$ cat src/rtl/floo_pkg.sv
// Shared NoC definitions: routing algorithm selector and small helpers.
package floo_pkg;

  typedef enum logic [1:0] {
    IdTable       = 2'd0,
    XYRouting     = 2'd1,
    SourceRouting = 2'd2
  } route_algo_e;

  function automatic int unsigned idx_width(input int unsigned n);
    return (n > 1) ? $clog2(n) : 1;
  endfunction

endpackage

$ cat src/rtl/floo_route_lookup.sv
// Combinational address/ID -> {id, route, err} resolution for one request.
// Address map rules are packed {idx, start_addr, end_addr}; a hit is start <= addr < end, last hit wins.
module floo_route_lookup import floo_pkg::*; #(
  parameter route_algo_e RouteAlgo     = IdTable,
  parameter bit          UseIdTable    = 1'b1,
  parameter int unsigned XYAddrOffsetX = 0,
  parameter int unsigned XYAddrOffsetY = 0,
  parameter int unsigned IdAddrOffset  = 0,
  parameter int unsigned NumAddrRules  = 1,
  parameter int unsigned NumRoutes     = 1,
  parameter int unsigned AddrWidth     = 32,
  parameter int unsigned IdWidth       = 4,
  parameter int unsigned XWidth        = 2,
  parameter int unsigned RouteWidth    = 8,
  localparam int unsigned RuleWidth    = IdWidth + 2 * AddrWidth,
  localparam int unsigned YWidth       = IdWidth - XWidth
) (
  input  logic [AddrWidth-1:0]              addr_i,
  input  logic [IdWidth-1:0]                id_i,
  input  logic [NumAddrRules*RuleWidth-1:0] addr_map_i,
  input  logic [NumRoutes*RouteWidth-1:0]   route_table_i,
  output logic [IdWidth-1:0]                id_o,
  output logic [RouteWidth-1:0]             route_o,
  output logic                              err_o
);

  if (RouteAlgo != IdTable && RouteAlgo != XYRouting && RouteAlgo != SourceRouting) begin : gen_bad_algo
    $fatal(1, "floo_route_lookup: unsupported routing algorithm");
  end

  logic [RuleWidth-1:0] rule;
  logic [IdWidth-1:0]   dec_id;
  logic                 dec_miss;

  always_comb begin
    rule     = '0;
    dec_id   = '0;
    dec_miss = 1'b1;
    for (int unsigned r = 0; r < NumAddrRules; r++) begin
      rule = addr_map_i[r*RuleWidth +: RuleWidth];
      if (addr_i >= rule[2*AddrWidth-1:AddrWidth] && addr_i < rule[AddrWidth-1:0]) begin
        dec_id   = rule[RuleWidth-1:2*AddrWidth];
        dec_miss = 1'b0;
      end
    end
  end

  always_comb begin
    id_o    = '0;
    route_o = '0;
    err_o   = 1'b0;
    if (UseIdTable) begin
      id_o  = dec_id;
      err_o = dec_miss;
    end else if (RouteAlgo == XYRouting) begin
      id_o = {addr_i[XYAddrOffsetY +: YWidth], addr_i[XYAddrOffsetX +: XWidth]};
    end else if (RouteAlgo == IdTable) begin
      id_o = addr_i[IdAddrOffset +: IdWidth];
    end else begin
      id_o = id_i;
    end
    // Out-of-range route index leaves the route zeroed and flags an error.
    if (RouteAlgo == SourceRouting) begin
      if (32'(id_o) >= NumRoutes) begin
        err_o = 1'b1;
      end else begin
        route_o = route_table_i[32'(id_o)*RouteWidth +: RouteWidth];
      end
    end
  end

endmodule

$ cat src/rtl/floo_route_comp_arb.sv
// Shared registered route computation: round-robin over requesters, one lookup, 1-cycle result register.
// Inputs are granted only when the result register is empty or being drained; ready_o is held low in reset.
module floo_route_comp_arb import floo_pkg::*; #(
  parameter int unsigned NumChannels   = 2,
  parameter route_algo_e RouteAlgo     = IdTable,
  parameter bit          UseIdTable    = 1'b1,
  parameter int unsigned XYAddrOffsetX = 0,
  parameter int unsigned XYAddrOffsetY = 0,
  parameter int unsigned IdAddrOffset  = 0,
  parameter int unsigned NumAddrRules  = 1,
  parameter int unsigned NumRoutes     = 1,
  parameter int unsigned ErrCntWidth   = 8,
  parameter int unsigned AddrWidth     = 32,
  parameter int unsigned IdWidth       = 4,
  parameter int unsigned XWidth        = 2,
  parameter int unsigned RouteWidth    = 8,
  localparam int unsigned ChanWidth    = idx_width(NumChannels),
  localparam int unsigned RuleWidth    = IdWidth + 2 * AddrWidth
) (
  input  logic                              clk_i,
  input  logic                              rst_i,
  input  logic [NumChannels-1:0]            valid_i,
  output logic [NumChannels-1:0]            ready_o,
  input  logic [NumChannels*AddrWidth-1:0]  addr_i,
  input  logic [NumChannels*IdWidth-1:0]    id_i,
  input  logic [NumAddrRules*RuleWidth-1:0] addr_map_i,
  input  logic [NumRoutes*RouteWidth-1:0]   route_table_i,
  output logic                              valid_o,
  input  logic                              ready_i,
  output logic [ChanWidth-1:0]              chan_o,
  output logic [IdWidth-1:0]                id_o,
  output logic [RouteWidth-1:0]             route_o,
  output logic                              dec_err_o,
  output logic [ErrCntWidth-1:0]            err_cnt_o,
  input  logic                              err_clr_i
);

  logic                   valid_q, valid_d;
  logic [ChanWidth-1:0]   chan_q, chan_d, rr_q, rr_d;
  logic [IdWidth-1:0]     id_q, id_d;
  logic [RouteWidth-1:0]  route_q, route_d;
  logic                   err_q, err_d;
  logic [ErrCntWidth-1:0] cnt_q, cnt_d;

  logic                   acc, hs, gnt_vld;
  logic [ChanWidth-1:0]   gnt_idx, cand;
  logic [IdWidth-1:0]     lk_id;
  logic [RouteWidth-1:0]  lk_route;
  logic                   lk_err;

  assign acc = !valid_q || ready_i;
  assign hs  = acc && gnt_vld;

  always_comb begin
    gnt_vld = 1'b0;
    gnt_idx = '0;
    cand    = '0;
    for (int unsigned i = 0; i < NumChannels; i++) begin
      cand = ChanWidth'((32'(rr_q) + i) % NumChannels);
      if (!gnt_vld && valid_i[cand]) begin
        gnt_vld = 1'b1;
        gnt_idx = cand;
      end
    end
  end

  always_comb begin
    ready_o = '0;
    if (hs && !rst_i) ready_o[gnt_idx] = 1'b1;
  end

  floo_route_lookup #(
    .RouteAlgo     (RouteAlgo),
    .UseIdTable    (UseIdTable),
    .XYAddrOffsetX (XYAddrOffsetX),
    .XYAddrOffsetY (XYAddrOffsetY),
    .IdAddrOffset  (IdAddrOffset),
    .NumAddrRules  (NumAddrRules),
    .NumRoutes     (NumRoutes),
    .AddrWidth     (AddrWidth),
    .IdWidth       (IdWidth),
    .XWidth        (XWidth),
    .RouteWidth    (RouteWidth)
  ) i_lookup (
    .addr_i        (addr_i[32'(gnt_idx)*AddrWidth +: AddrWidth]),
    .id_i          (id_i[32'(gnt_idx)*IdWidth +: IdWidth]),
    .addr_map_i    (addr_map_i),
    .route_table_i (route_table_i),
    .id_o          (lk_id),
    .route_o       (lk_route),
    .err_o         (lk_err)
  );

  always_comb begin
    valid_d = acc ? gnt_vld : valid_q;
    chan_d  = chan_q;
    id_d    = id_q;
    route_d = route_q;
    err_d   = err_q;
    rr_d    = rr_q;
    if (hs) begin
      chan_d  = gnt_idx;
      id_d    = lk_id;
      route_d = lk_route;
      err_d   = lk_err;
      rr_d    = (32'(gnt_idx) == NumChannels - 1) ? '0 : gnt_idx + 1'b1;
    end
    // Clear has priority over an increment in the same cycle.
    cnt_d = cnt_q;
    if (err_clr_i) begin
      cnt_d = '0;
    end else if (hs && lk_err && cnt_q != {ErrCntWidth{1'b1}}) begin
      cnt_d = cnt_q + 1'b1;
    end
  end

  always_ff @(posedge clk_i or posedge rst_i) begin
    if (rst_i) begin
      valid_q <= 1'b0;
      chan_q  <= '0;
      id_q    <= '0;
      route_q <= '0;
      err_q   <= 1'b0;
      cnt_q   <= '0;
      rr_q    <= '0;
    end else begin
      valid_q <= valid_d;
      chan_q  <= chan_d;
      id_q    <= id_d;
      route_q <= route_d;
      err_q   <= err_d;
      cnt_q   <= cnt_d;
      rr_q    <= rr_d;
    end
  end

  assign valid_o   = valid_q;
  assign chan_o    = chan_q;
  assign id_o      = id_q;
  assign route_o   = route_q;
  assign dec_err_o = err_q;
  assign err_cnt_o = cnt_q;

endmodule

$ cat config.mk
export PLATFORM = sky130hd
export DESIGN_NAME = floo_route_comp_arb
export DESIGN_NICKNAME = d
export VERILOG_FILES = /design/src/rtl/floo_pkg.sv /design/src/rtl/floo_route_lookup.sv /design/src/rtl/floo_route_comp_arb.sv
export SDC_FILE = /design/constraint.sdc
export NUM_CORES = 1
export LEC_CHECK = 0
export CAP_MARGIN = 20
export CORE_ASPECT_RATIO = 0.6
export CORE_MARGIN = 5
export CORE_UTILIZATION = 34
export DETAILED_ROUTE_END_ITERATION = 8
export HOLD_SLACK_MARGIN = 0.1
export PLACE_DENSITY = 0.78
export RECOVER_POWER = 25
export SLEW_MARGIN = 20
export SYNTH_ARGS = -nofsm -noshare
export SYNTH_HDL_FRONTEND = slang
export SYNTH_SLANG_ARGS = --single-unit
$ cat constraint.sdc
create_clock -name clk_i -period 3.65 [get_ports clk_i]
set_input_delay 0.5475 -clock clk_i [delete_from_list [all_inputs] [get_ports clk_i]]
set_output_delay 0.5475 -clock clk_i [all_outputs]
set_load 0.01 [all_outputs]
==> summary.md, run 1 <==
| Metric | Value |
|---|---|
| DRT antenna net count | 0 |
| Final Skew | ~3 ps |
| Mapped Area | approximately 2900 um2 |
| Slew Limit Fails | 0 |
| I/O pins | 179 |
| Synth Warn # | 0 |
| Initial DRC Count | between 100 and 150 |
| Largest family of logic cells by synthesized area | adder cells |
| Syn Inst Count | 350 |
| Largest area contributor in the netlist | ha_1 |
| Reg power frac | 0.181 |
| Sink Count | 16 |
| Worst path required time | 3780 ps |
| CTS root buffer | clkbuf_16 |
| Net Sw Frac | 0.316 |
| CP Cell Sequence | nand2b_4 > nand2_4 > buf_4 > buf_12 > mux2_4 > ha_4 > nand4_1 > nor4_2 > buf_4 > nand4_1 > a2111oi_4 > buf_4 > o21ai_4 > buf_6 > and4_1 > a31o_1 |
| R2R depth | 16 |
| Top cell type's share of synthesized area | 0.280 |
| FF-to-FF Start | rr_q |
| Critical path's largest stage delay | 380 ps |
| Outcome | completed |
| GPL Wtd Cong | 0.869 |
| P_sw | around 0.35 mW |
| Yosys cell types | 44 |
| Comb power frac | 0.612 |
| Post-synthesis simple-gate area fraction | 0.147 |
| Remaining DRCs | 0 |
| Crit path arrival time | 3680 ps |
| Largest net degree at the start of global routing | 18 |
| Post-Synth Adder-Cell Area | 0.280 |
| Final net count | 775 |
| R2r setup slk | just over 100 ps |
| Post-synth EDFFs | 0 |
| Xor and xnor area share after synthesis | 0 |
| Hold_buf cts | 0 |
| Sequential area share after synthesis | 0.140 |
| Number of H-tree levels | 1 |
| CTS tree | done |
| Die area | 10400 um2 |
| Clk pwr share | 0.207 |
| Worst Hold Launch | dec_err_o |
| Final core occ | 0.656 |
| Synth area leaders | ha_1 (28%), dfrtp_1 (14%), mux2_2 (12%) |
| Cell row count | 25 |
| RSZ-0062 raised after global routing | true |
| Crit Path Max Fanout | 12 |
| Detail Placement HPWL | between 8 and 9 mm |
| Largest delay share family, worst path | simple AND/OR/NAND/NOR gates |
| Layout area overhead | 84.6% |
| Placed Cells incl. Taps | around 650 |
| Worst-path clk slew | 50 ps |
| ANT cells | 0 |
| Power, Total | 1.12 mW |
| Max VDD drop | 0.208 mV |
| FF+latch area | 400 um2 |
| PortBufs | 154 |
| Hold endpoint | dec_err_o |
| Final setup violation count | 0 |
| Compound-cell area share of the yosys netlist | 0.168 |
| Crit end category | flip-flop |
| CP Class | reg -> reg |
| P_int | 0.767 mW |
| Die Width | 128 um |
| Max_slew headroom | 0.408 |
| Non-filler cells, final | 664 |
| Final Cycle Share | 0.972 |
| Buf+Inv Stages, Crit Path | 5 |
| Worst r2r dst | err_cnt_o[1] |
| Slew @ Worst Pin | 888 ps |
| Count of state elements after synthesis | 16 |
| Syn_area_per_cell | 8.17 um2 |
| Synth Flop Type | dfrtp_1 |
| CP most frequent cell | buf_4 |
| Max Cap Viol | 0 |
| Clock buffer depth | 2 |
| Routed wire length | 10.7 mm |
| Final hold violation count | 0 |
| Multi-input logic area | 2380 um2 |
| TritonCTS Buffers | 3 |
| Share of post-route cells with drive strength above 1 | 0.210 |
| Initial Util | 0.356 |
| Worst path slowest cell | dfrtp_1 |
| Hold Crit Class | reg -> reg |
| DR WL/cell | around 16 um |
| Via Count | 3297 |
| Critical Path Start Type | flip-flop |
| Share of synthesized flip-flops with an asynchronous set or reset | 1.00 |
| Core area | 8040 um2 |
| F_max | 0.282 GHz |
| Total track usage | 0.200 |
| Vias in the first global route | 3497 |
| Leakage power | 2.57 nW |
| Initial antenna violation count | 0 |
| Die Ht | approximately 80 um |
| WHS Path Cells | 2 |
| Via density | between 4 and 5 |
| PwrDens | 212 nW/um2 |
| First-pass GRT wire length | around 17 mm |
| Tmin final | 3550 ps |
| Grt ovf | 0 |
| DR pass1 iterations | 4 |
| Post-synthesis mux area share | 0.144 |
| Fillers | 626 |
| Worst-skew pair later-pin latency | 240 ps |
[power by group through the flow]
stage | Clock (mW) | Sequential, mW | Combinational [mW]
floorplan | 0 | 0.209 | 0.280
detailed placement | 0 | 0.204 | 0.591
global route | 0.250 | 0.205 | 0.751
finish | 0.233 | 0.203 | 0.686
CTS | 0.237 | 0.203 | 0.645
global placement | 0 | 0.205 | 0.569
[registers in the layout, summed over array words and instances, names as in the netlist]
register	cells
rr_q	1
id_o	4
err_cnt_o	8
chan_o	1
dec_err_o	1
valid_o	1
[repair_timing]
item / CTS / global route
cloned: 2 / 0
gates resized for setup: 18 / 28
pin swaps: 12 / 12
buffers inserted: 8 / 5
endpoints found under the setup margin: 13 / 11
[cells by family after synthesis]
kind of cell,Yosys count
and+or+nand+nor,82
DFF,16
other,1
AOI/OAI and AO/OA,70
buffers and inverters,81
muxes,36
adders and majority gates,64
[final cells by class]
| class | instances | area share |
|---|---|---|
| multi-input combinational | 260 | 0.450 |
| timing repair buffer | 210 | 0.385 |
| sequential | 16 | 0.0759 |
| inverter | 66 | 0.0469 |
| tap | 108 | 0.0256 |
| clock buffer | 4 | 0.0168 |
[layer usage]
metal	vias to the layer above	global-route usage	wire, um
met2	122	0.356	4920
met3	12	0.0361	831
met1	1529	0.259	4810
met5	-	0	0
met4	0	0.0318	124
li1	1634	-	-
[how the worst max path moves through the flow]
stage	from	to	slack, ps	cells after the start
6_report	rr_q	err_cnt_o[1]	100	16
5_1_grt	rr_q	err_cnt_o[1]	-20	16
4_1_cts	valid_i[0]	err_cnt_o[1]	20	15
3_5_place_dp	valid_i[0]	err_cnt_o[5]	-600	15
3_3_place_gp	valid_i[0]	err_cnt_o[7]	-560	15
2_1_floorplan	valid_i[0]	err_cnt_o[6]	40	12
[tightest hold or removal path, stage by stage, from the launching register on]
cell	delay [ps]
dfrtp_1	340
nand2_1	50
o21ai_0	60
[per-stage QoR]
step,hold slack [ps],TNS (ps),worst slack (ps),instance area [um2]
floorplan,466,0,37.9,2890
CTS,497,0,24.4,5100
detailed placement,486,-6610,-604,4800
global placement,471,-5850,-563,4800
finish,495,0,102,5280
global route,529,-57.5,-24.1,5280
[cells in the final DEF, fill, tap and decap left out, types with 4 or more instances in the layout]
cell             instances
buf_4                   49
mux2_4                  18
ha_1                    56
nand3_1                  6
inv_1                   66
o21ai_0                 16
nand2b_1                 4
a31o_1                   4
nor2b_1                  4
nand4_1                 15
clkdlybuf4s50_1        151
conb_1                   8
nor3_1                   4
ha_4                     7
a211oi_1                 6
a21o_1                   7
dfrtp_1                 16
mux2_2                  15
nand2_1                 23
a21oi_1                 19
nor2_1                  12
[cell usage after synthesis, types with 3 or more instances]
cell and n:
a31oi_1 3, inv_1 66, nand3_1 6, nand4_1 15
ha_1 64, a211oi_1 6, nor2b_1 4, nor3_1 4
nor2_1 12, and3_1 3, o21a_1 3, nand2b_1 5
a21oi_1 19, o21ai_0 16, a21o_1 7, mux2_2 31
buf_4 8, a31o_1 4, nand2_1 24, clkbuf_1 6
dfrtp_1 16
Power figures use the tool's default switching activity.
==> run 2, diff against run 1 <==
--- a/config.mk
+++ b/config.mk
@@ -13,6 +13,7 @@
 export HOLD_SLACK_MARGIN = 0.1
 export PLACE_DENSITY = 0.78
 export RECOVER_POWER = 25
+export REMOVE_ABC_BUFFERS = 1
 export SLEW_MARGIN = 20
 export SYNTH_ARGS = -nofsm -noshare
 export SYNTH_HDL_FRONTEND = slang
==> constraint.sdc (replaced) <==
create_clock -name clk_i -period 2.88 [get_ports clk_i]
set_input_delay 0.432 -clock clk_i [delete_from_list [all_inputs] [get_ports clk_i]]
set_output_delay 0.432 -clock clk_i [all_outputs]
set_load 0.01 [all_outputs]
==> summary.md, run 2 (synthesized netlist as in run 1, its figures left out) <==
| Metric | Value |
|---|---|
| Grt ovf | 0 (unchanged) |
| Max_slew headroom | 0.380 (was 0.408) |
| Number of H-tree levels | 1 (unchanged) |
| Initial Util | 0.356 (unchanged) |
| Die area | 10400 um2 (unchanged) |
| Outcome | finished with violations (was completed) |
| Hold slack | 484 ps (was 495 ps) |
| Largest net degree at the start of global routing | 17 (was 18) |
| Sink Count | 16 (unchanged) |
| Fillers | 603 (was 626) |
| I/O pins | 179 (unchanged) |
| Via density | 5.04 (was 4.97) |
| DRT antenna net count | 0 (unchanged) |
| Max Cap Viol | 0 (unchanged) |
| CTS root buffer | clkbuf_16 (unchanged) |
| Worst-path clk slew | 50 ps (about the same) |
| Critical Path Start Type | flip-flop (unchanged) |
| Max VDD drop | 0.194 mV (was 0.208 mV) |
| Core area | 8040 um2 (unchanged) |
| Crit path arrival time | 3530 ps (was 3680 ps) |
| ANT cells | 0 (unchanged) |
| Routed wire length | 11.2 mm (was 10.7 mm) |
| Largest delay share family, worst path | simple AND/OR/NAND/NOR gates (unchanged) |
| Initial DRC Count | 107 (was 146) |
| Leakage power | 2.59 nW (was 2.57 nW) |
| Critical path's largest stage delay | 420 ps (was 380 ps) |
| CP Class | reg -> reg (unchanged) |
| Detail Placement HPWL | 8.67 mm (was 8.59 mm) |
| Final setup violation count | 13 (was 0) |
| Die Ht | 81.0 um (unchanged) |
| TritonCTS Buffers | 3 (unchanged) |
| Commonest non-fill, non-tap cell in the layout | clkdlybuf4s50_1 (unchanged) |
| CP most frequent cell | nand4_1 (was buf_4) |
| CTS tree | done (unchanged) |
| Vias in the first global route | 3617 (was 3497) |
| Worst path slowest cell | nor4_2 (was dfrtp_1) |
| PwrDens | 267 nW/um2 (was 212 nW/um2) |
| Most frequent cells in the layout | clkdlybuf4s50_1 (151), inv_1 (66), buf_4 (51) (was clkdlybuf4s50_1 (151), inv_1 (66), ha_1 (56)) |
| Worst-skew pair later-pin latency | 250 ps (was 240 ps) |
| Crit end category | flip-flop (unchanged) |
| Final net count | 775 (unchanged) |
| CP Cell Sequence | nand2b_4 > nand2_8 > buf_12 > mux2_4 > ha_4 > nand4_1 > nor4_2 > nand4_1 > a2111oi_2 > buf_4 > o21ai_4 > nand4_1 > mux2_4 (was nand2b_4 > nand2_4 > buf_4 > buf_12 > mux2_4 > ha_4 > nand4_1 > nor4_2 > buf_4 > nand4_1 > a2111oi_4 > buf_4 > o21ai_4 > buf_6 > and4_1 > a31o_1) |
| Cell row count | 25 (unchanged) |
| DR pass1 iterations | 4 (unchanged) |
| Tmin final | 3400 ps (was 3550 ps) |
| PnR worst setup slack | -525 ps (was 102 ps) |
| Failing checks | setup timing |
| Grt peak-use layer | met2 (unchanged) |
| Routing usage on met1 | 0.240 (was 0.259) |
| Slew Limit Fails | 0 (unchanged) |
| Initial antenna violation count | 0 (unchanged) |
| Hold Crit Class | reg -> reg (unchanged) |
| Die Width | 128 um (unchanged) |
| PortBufs | 154 (unchanged) |
| Final core occ | 0.673 (was 0.656) |
| Via Count | 3340 (was 3297) |
| Multi-input logic area | 2530 um2 (was 2380 um2) |
| F_max | 0.294 GHz (was 0.282 GHz) |
| GPL Wtd Cong | 0.892 (was 0.869) |
| Final Cycle Share | 1.18 (was 0.972) |
| First-pass GRT wire length | 17.0 mm (was 16.9 mm) |
| RSZ-0062 raised after global routing | true (unchanged) |
| Share of post-route cells with drive strength above 1 | 0.234 (was 0.210) |
| Remaining DRCs | 0 (unchanged) |
| Crit Path Max Fanout | 8 (was 12) |
| DP Worst Slack | -1260 ps (was -604 ps) |
| GR Util met2 | 0.382 (was 0.356) |
| Total track usage | 0.202 (was 0.200) |
| Buf+Inv Stages, Crit Path | 2 (was 5) |
| Worst path required time | 3010 ps (was 3780 ps) |
| Layout area overhead | 89.1% (was 84.6%) |
| FF+latch area | 400 um2 (unchanged) |
| Final hold violation count | 0 (unchanged) |
| Power, Total | 1.44 mW (was 1.12 mW) |
| Clock buffer depth | 2 (unchanged) |
| DR WL/cell | 16.9 um (was 16.1 um) |
| Max reg flops | 8 (unchanged) |
| Slew @ Worst Pin | 930 ps (was 888 ps) |
| Final Skew | 2.45 ps (was 3.05 ps) |
| Met3 Use GR | 0.0381 (was 0.0361) |
run 2: cell types whose count changed in the layout (fill, tap and decap cells not counted), sizes merged:
cell           previous run  this run
clkbuf                    7         4
clkdlybuf4s15             0         2
run 2: worst paths after layout:
path	start	depth (start not counted)	slack [ps]	to
min in group asynchronous	rst_i	3	980	err_cnt_o[2]
worst max register to register	rr_q	13	-520	err_cnt_o[5]
worst max-delay path	rr_q	13	-520	err_cnt_o[5]
worst min-delay path	id_o[2]	2	480	id_o[2]
worst min register to register	id_o[2]	2	480	id_o[2]
max in group asynchronous	rst_i	3	1330	id_o[2]
run 2: timing repair:
action,4_1_cts,5_1_grt
setup endpoints to repair,13,13
cloned,2,0
hold buffers,0,0
resized for setup,51,20
setup buffers,14,3
pin swaps,21,15
run 2: worst register-to-register path: cells and delay by family, from the launching register on:
| family | cells | cell delay, ps |
|---|---|---|
| compound gates | 2 | 460 |
| flops | 1 | 380 |
| buf+inv | 2 | 340 |
| simple gates | 6 | 1210 |
| mux | 2 | 630 |
| fa+ha+maj | 1 | 270 |
run 2: metal layers:
| layer | wire, um | part of all wire |
|---|---|---|
| met4 | 201 | 0.018 |
| met1 | 4740 | 0.42 |
| met2 | 5480 | 0.49 |
| met3 | 808 | 0.072 |
| met5 | 0 | 0 |
run 2: layout make-up:
| type | instances | share of cell area |
|---|---|---|
| timing repair buffer | 210 | 0.373 |
| tap | 108 | 0.0250 |
| multi-input combinational | 260 | 0.468 |
| clock buffer | 3 | 0.0139 |
| inverter | 66 | 0.0458 |
| sequential | 16 | 0.0741 |
run 2: through the flow:
stage	area [um2]	instances	setup TNS [ps]
floorplan	2790	342	-10430
global placement	4790	643	-13410
detailed placement	4790	643	-14600
CTS	5270	661	-4730
global route	5410	663	-7830
finish	5410	663	-5650
run 2: report_power, final:
group / switching [mW] / internal, mW
Sequential: 0.0135 / 0.243
Clock: 0.0870 / 0.182
Combinational: 0.376 / 0.541
Total: 0.476 / 0.967
